**src/rtl/lsu_pkg.sv**
```systemverilog
// Shared definitions for the load/store controller: funct3 codes, FSM states, data width.
package lsu_pkg;

  localparam int DATA_W = 32;

  localparam logic [2:0] F3_B  = 3'd0;
  localparam logic [2:0] F3_H  = 3'd1;
  localparam logic [2:0] F3_W  = 3'd2;
  localparam logic [2:0] F3_BU = 3'd4;
  localparam logic [2:0] F3_HU = 3'd5;

  typedef enum logic [2:0] {
    IDLE,
    ISSUE,
    LOAD_DATA,
    MERGE,
    RESP
  } lsu_state_t;

endpackage

```
**src/rtl/lsu_byte_lane.sv**
```systemverilog
// Little-endian lane logic: extracts/extends load data and merges sub-word store data
// into a full memory word. Shared by the load and the read-modify-write store paths.
module lsu_byte_lane
  import lsu_pkg::*;
(
  input  logic [2:0]        funct3,
  input  logic [1:0]        addr,
  input  logic [DATA_W-1:0] word,
  input  logic [DATA_W-1:0] store_data,
  output logic [DATA_W-1:0] load_value,
  output logic [DATA_W-1:0] merged_word
);

  logic [7:0]  byte_val;
  logic [15:0] half_val;

  always_comb begin
    byte_val    = word[{addr, 3'b000} +: 8];
    half_val    = addr[1] ? word[31:16] : word[15:0];

    load_value  = '0;
    case (funct3)
      F3_B:    load_value = {{24{byte_val[7]}}, byte_val};
      F3_H:    load_value = {{16{half_val[15]}}, half_val};
      F3_W:    load_value = word;
      F3_BU:   load_value = {24'd0, byte_val};
      F3_HU:   load_value = {16'd0, half_val};
      default: load_value = '0;
    endcase

    // Only funct3[1:0] matters here; illegal store codes never reach this path.
    merged_word = word;
    case (funct3[1:0])
      2'd0: merged_word[{addr, 3'b000} +: 8] = store_data[7:0];
      2'd1: begin
        if (addr[1]) merged_word[31:16] = store_data[15:0];
        else         merged_word[15:0]  = store_data[15:0];
      end
      default: merged_word = store_data;
    endcase
  end

endmodule

```
**src/rtl/lsu_mem_ctrl.sv**
```systemverilog
// RV32I load/store controller in front of a word-wide memory with registered read,
// synchronous write and no byte enables; sub-word stores use read-modify-write.
module lsu_mem_ctrl
  import lsu_pkg::*;
#(
  parameter int ADDR_W = 8
) (
  input  logic              CLK,
  input  logic              RST,
  input  logic              req_valid,
  output logic              req_ready,
  input  logic              req_we,
  input  logic [2:0]        req_funct3,
  input  logic [31:0]       req_addr,
  input  logic [DATA_W-1:0] req_wdata,
  output logic              resp_valid,
  output logic [DATA_W-1:0] resp_rdata,
  output logic              resp_err,
  output logic [31:0]       mem_addr,
  output logic [DATA_W-1:0] mem_wdata,
  output logic              mem_we,
  input  logic [DATA_W-1:0] mem_rdata
);

  lsu_state_t        state, state_next;
  logic [2:0]        f3_q;
  logic              we_q;
  logic [1:0]        addr_lo_q;
  logic [DATA_W-1:0] wdata_q;

  logic              accept;
  logic              f3_legal;
  logic              misaligned;
  logic              out_of_range;
  logic              acc_err;
  logic [DATA_W-1:0] load_ext;
  logic [DATA_W-1:0] merged;

  assign req_ready  = (state == IDLE) && !RST;
  assign accept     = req_valid && req_ready;
  assign resp_valid = (state == RESP);

  always_comb begin
    if (req_we) f3_legal = req_funct3 inside {F3_B, F3_H, F3_W};
    else        f3_legal = req_funct3 inside {F3_B, F3_H, F3_W, F3_BU, F3_HU};
    misaligned   = ((req_funct3[1:0] == 2'd1) && req_addr[0]) ||
                   ((req_funct3 == F3_W) && (req_addr[1:0] != 2'b00));
    out_of_range = |req_addr[31:ADDR_W+2];
    acc_err      = !f3_legal || misaligned || out_of_range;
  end

  lsu_byte_lane u_lane (
    .funct3      (f3_q),
    .addr        (addr_lo_q),
    .word        (mem_rdata),
    .store_data  (wdata_q),
    .load_value  (load_ext),
    .merged_word (merged)
  );

  // Next state plus memory write strobe; reset suppresses any pending write.
  always_comb begin
    state_next = state;
    mem_we     = 1'b0;
    mem_wdata  = '0;
    case (state)
      IDLE: if (accept) state_next = acc_err ? RESP : ISSUE;
      ISSUE: begin
        if (!we_q) begin
          state_next = LOAD_DATA;
        end else if (f3_q == F3_W) begin
          state_next = RESP;
          mem_we     = 1'b1;
          mem_wdata  = wdata_q;
        end else begin
          state_next = MERGE;
        end
      end
      LOAD_DATA: state_next = RESP;
      MERGE: begin
        state_next = RESP;
        mem_we     = 1'b1;
        mem_wdata  = merged;
      end
      RESP:    state_next = IDLE;
      default: state_next = IDLE;
    endcase
    if (RST) begin
      mem_we    = 1'b0;
      mem_wdata = '0;
    end
  end

  always_ff @(posedge CLK) begin
    if (RST) begin
      state      <= IDLE;
      f3_q       <= '0;
      we_q       <= 1'b0;
      addr_lo_q  <= '0;
      wdata_q    <= '0;
      mem_addr   <= '0;
      resp_rdata <= '0;
      resp_err   <= 1'b0;
    end else begin
      state      <= state_next;
      resp_rdata <= '0;
      resp_err   <= 1'b0;
      if (accept) begin
        f3_q      <= req_funct3;
        we_q      <= req_we;
        addr_lo_q <= req_addr[1:0];
        wdata_q   <= req_wdata;
        mem_addr  <= {{(32-ADDR_W){1'b0}}, req_addr[ADDR_W+1:2]};
        resp_err  <= acc_err;
      end
      if (state == LOAD_DATA) resp_rdata <= load_ext;
    end
  end

endmodule

```
**config.mk**
```make
export PLATFORM = sky130hd
export DESIGN_NAME = lsu_mem_ctrl
export DESIGN_NICKNAME = d
export VERILOG_FILES = /design/src/rtl/lsu_pkg.sv /design/src/rtl/lsu_byte_lane.sv /design/src/rtl/lsu_mem_ctrl.sv
export SDC_FILE = /design/constraint.sdc
export NUM_CORES = 1
export LEC_CHECK = 0
export ABC_AREA = 1
export CAP_MARGIN = 20
export CORE_MARGIN = 4
export CORE_UTILIZATION = 45
export DETAILED_ROUTE_END_ITERATION = 10
export HOLD_SLACK_MARGIN = 0.02
export PLACE_DENSITY = 0.93
export RECOVER_POWER = 25
export SLEW_MARGIN = 25
export SYNTH_ARGS = -nofsm -noshare
export SYNTH_HDL_FRONTEND = slang
export SYNTH_SLANG_ARGS = --single-unit
export TNS_END_PERCENT = 20
```
**constraint.sdc**
```tcl
create_clock -name CLK -period 4.2 [get_ports CLK]
set_input_delay 1.26 -clock CLK [delete_from_list [all_inputs] [get_ports CLK]]
set_output_delay 1.26 -clock CLK [all_outputs]
set_load 0.005 [all_outputs]
```
==> results of run 1 <==
[cells by family (layout without fill, tap and decap cells)]
| logic type | after synthesis | in the layout | synth area share (%) |
|---|---|---|---|
| AOI/OAI and AO/OA | 289 | 289 | 28.0 |
| and+or+nand+nor | 299 | 299 | 24.1 |
| DFF | 82 | 82 | 30.3 |
| buffers and inverters | 191 | 337 | 16.4 |
| other | 1 | 24 | 0.0693 |
| adders and majority gates | 5 | 5 | 1.16 |
[layout make-up]
cell class              count  area [um^2]
clock inverters             6         71.3
repair buffers            202         2010
multi-input cells         617         2990
well taps                 143          179
clock buffers              10          239
inverters                 119          447
fillers                  1047         4040
flip-flops and latches     82         1640
[per-stage QoR]
| stage | total power, mW | setup TNS [ns] | utilization, % | instances | hold WS [ns] |
|---|---|---|---|---|---|
| 3_3_place_gp | 1.35 | -0.0109 | 62.1 | 1161 | 0.425 |
| 4_1_cts | 2.17 | -0.0290 | 64.7 | 1177 | 0.452 |
| 2_1_floorplan | 1.16 | 0 | - | 890 | 0.420 |
| 3_5_place_dp | 1.36 | -0.00766 | 62.1 | 1161 | 0.436 |
| 6_report | 2.18 | -0.0353 | 65.2 | 1179 | 0.452 |
| 5_1_grt | 2.27 | -0.185 | 65.2 | 1179 | 0.485 |
[what timing repair did]
| action | CTS | global route |
|---|---|---|
| buffers inserted | 0 | 2 |
| cloned | 0 | 0 |
| setup endpoints to repair | 3 | 21 |
| resized for setup | 1 | 18 |
| pin swaps | 1 | 3 |
[layout by cell type, fill, tap and decap left out, types with 24 or more instances in the layout]
cell type	Yosys	layout
nand2_1	166	166
dfxtp_1	82	82
clkdlybuf4s50_1	0	132
inv_1	109	107
o21ai_0	89	86
dlygate4sd3_1	0	38
conb_1	1	24
nor2_1	54	52
nand3_1	55	55
a21oi_1	156	153
[flip-flops by register name, summed over array words and instances, names as in the netlist]
signal	flops
resp_err	1
addr_lo_q	2
wdata_q	32
resp_rdata	32
we_q	1
mem_addr	8
f3_q	3
state	3
[power by group through the flow]
stage	Combinational (mW)	Clock (mW)	Sequential, mW
2_1_floorplan	0.303	0	0.854
3_3_place_gp	0.490	0	0.860
3_5_place_dp	0.494	0	0.862
4_1_cts	0.497	0.833	0.844
5_1_grt	0.559	0.862	0.849
6_report	0.508	0.830	0.845
[final timing paths]
path	startpoint	to	slack, ns	cells after the start
worst max-delay path	mem_rdata[24]	mem_wdata[24]	-0.04	8
worst min-delay path	we_q$_SDFFE_PP0P_	state[1]$_SDFFE_PP0P_	0.45	1
worst max register to register	addr_lo_q[1]$_SDFFE_PP0P_	resp_rdata[22]$_SDFF_PP0_	2.13	7
worst min register to register	we_q$_SDFFE_PP0P_	state[1]$_SDFFE_PP0P_	0.45	1
[routing by layer]
layer  global-route usage, %  vias up  part of all wire (%)
li1                        -     3136                     -
met1                    34.8     2902                    41
met2                    44.5      358                    46
met3                    5.96       39                    10
met4                    7.11        0                   2.0
met5                       0        -                     0
==> results by group, run 1 <==
Route
  – Initial DRC count: 548
  – Vias: 6435
  – DR WL/cell: 16.5 um
  – Count of TritonRoute iterations in the first routing pass: 6
  – Final Routed Wirelength: 19400 um
  – Antenna violation net count after detailed routing: 0
  – Remaining DRCs: 0
  – Via/cell ratio: 5.46

Synthesis
  – Netlist Area Pre-Place: 0.00541 mm^2
  – Post-synth EDFFs: 0
  – Ys flop type: dfxtp_1
  – Top cells by area, synth: dfxtp_1 (30%), a21oi_1 (14%), nand2_1 (12%)
  – Sequential fraction of the synthesis area: 30.3%
  – Synth Register Bits: 82
  – YS warnings: 0
  – Top post-synthesis cells by count: nand2_1 (166), a21oi_1 (156), inv_1 (109), o21ai_0 (89), dfxtp_1 (82)
  – Synth top area share: 30.3%
  – Post-synth cell types: 35
  – Syn_area_per_cell: 6.24 um^2
  – Count leader, synth: nand2_1
  – Async SR Flop Fraction: 0%
  – Dominant cell type by area after synthesis: dfxtp_1
  – Synth Instances: 867

Placed design
  – GPL Wtd Cong: 0.997
  – Worst slack, placed: -0.00766 ns
  – Placed Instance Area: 0.00721 mm^2
  – Post-DP HPWL: 14700 um
  – Port buffer count: 178

Job
  – Max Cap Violations: 0

Worst setup path
  – CP Cell Sequence: clkdlybuf4s50_1 > inv_1 > o21ai_0 > a21oi_1 > nor2_1 > a21oi_1 > nor2_1 > clkdlybuf4s50_1
  – Critical path's slowest cell: clkdlybuf4s50_1
  – CP Capture Type: output port
  – Top delay family on crit path: buffers and inverters
  – CP bufs+invs: 3
  – CP Launch Type: primary input
  – Critical path required time: 2.94 ns
  – Worst Path Class, Setup: in -> out
  – Worst Path Arrival: 2.98 ns
  – CP Max Fanout: 3
  – Delay of the slowest cell on the worst path: 0.52 ns

Die
  – Core Region: 0.0116 mm^2
  – Die height: 118 um
  – I/O pin total: 203
  – Initial core utilization: 46.6%
  – Die W: 118 um
  – Die area: 0.0138 mm^2
  – Rows: 39

STA
  – PnR worst setup slack: -0.0353 ns
  – Clock Skew: 0.00806 ns
  – Minimum clock period: 4.24 ns
  – RSZ-0062 raised after global routing: true
  – Max Slew Vio Count: 0
  – Final period util: 101%
  – Final hold vios: 0
  – F_max: 236 MHz
  – Final setup vio count: 1
  – Worst-Margin Slew: 0.542 ns
  – Rel. slew slack: 63.7%

Final layout
  – Final nets: 1139
  – Area delta synth->final: 39.9%
  – Share of cells above drive strength 1: 6.95%
  – Diodes inserted: 0
  – Post-route design area: 0.00757 mm^2

GRT
  – First-pass GRT wire length: 30500 um
  – Antenna violations before repair: 0
  – Via count of the first global-routing pass: 5962
  – All-Layer GR Usage: 26.7%
  – Pin count of the biggest net entering global routing: 55
  – Global route overflow: 0

Pwr
  – Seq pwr share: 38.7%
  – Comb power frac: 23.3%
  – Sw frac: 31.2%
  – Leak: 3.22 nW
  – Peak supply drop: 0.165 mV
  – Clock power share: 38.0%
  – Psw: 0.681 mW
  – PD cells: 288 mW/mm^2
  – Pint: 1.50 mW

Clock network
  – Skew-Pair Late Insertion Delay: 0.34 ns
  – CTS tree: yes
  – Root buf cell: clkbuf_16
  – CTS Sinks: 82
  – Max Buffers Root-to-Sink: 2
  – TritonCTS buffer count: 9
  – Clock-pin slew of the registers on the worst-case setup and hold paths: 0.07 ns
  – H-tree depth: 3
  – # hold bufs at CTS: 0

Status
  – Failing checks: setup timing
  – Status: finished with violations

Worst hold path
  – Hold Crit Class: reg -> reg
(Power assumes the default switching activity.)
==> run 2, diff against run 1 <==
--- a/config.mk
+++ b/config.mk
@@ -13,7 +13,6 @@
 export HOLD_SLACK_MARGIN = 0.02
 export PLACE_DENSITY = 0.93
 export RECOVER_POWER = 25
-export SLEW_MARGIN = 25
 export SYNTH_ARGS = -nofsm -noshare
 export SYNTH_HDL_FRONTEND = slang
 export SYNTH_SLANG_ARGS = --single-unit
==> results of run 2 <==
Final layout, timing and power as in run 1 (identical DEF).
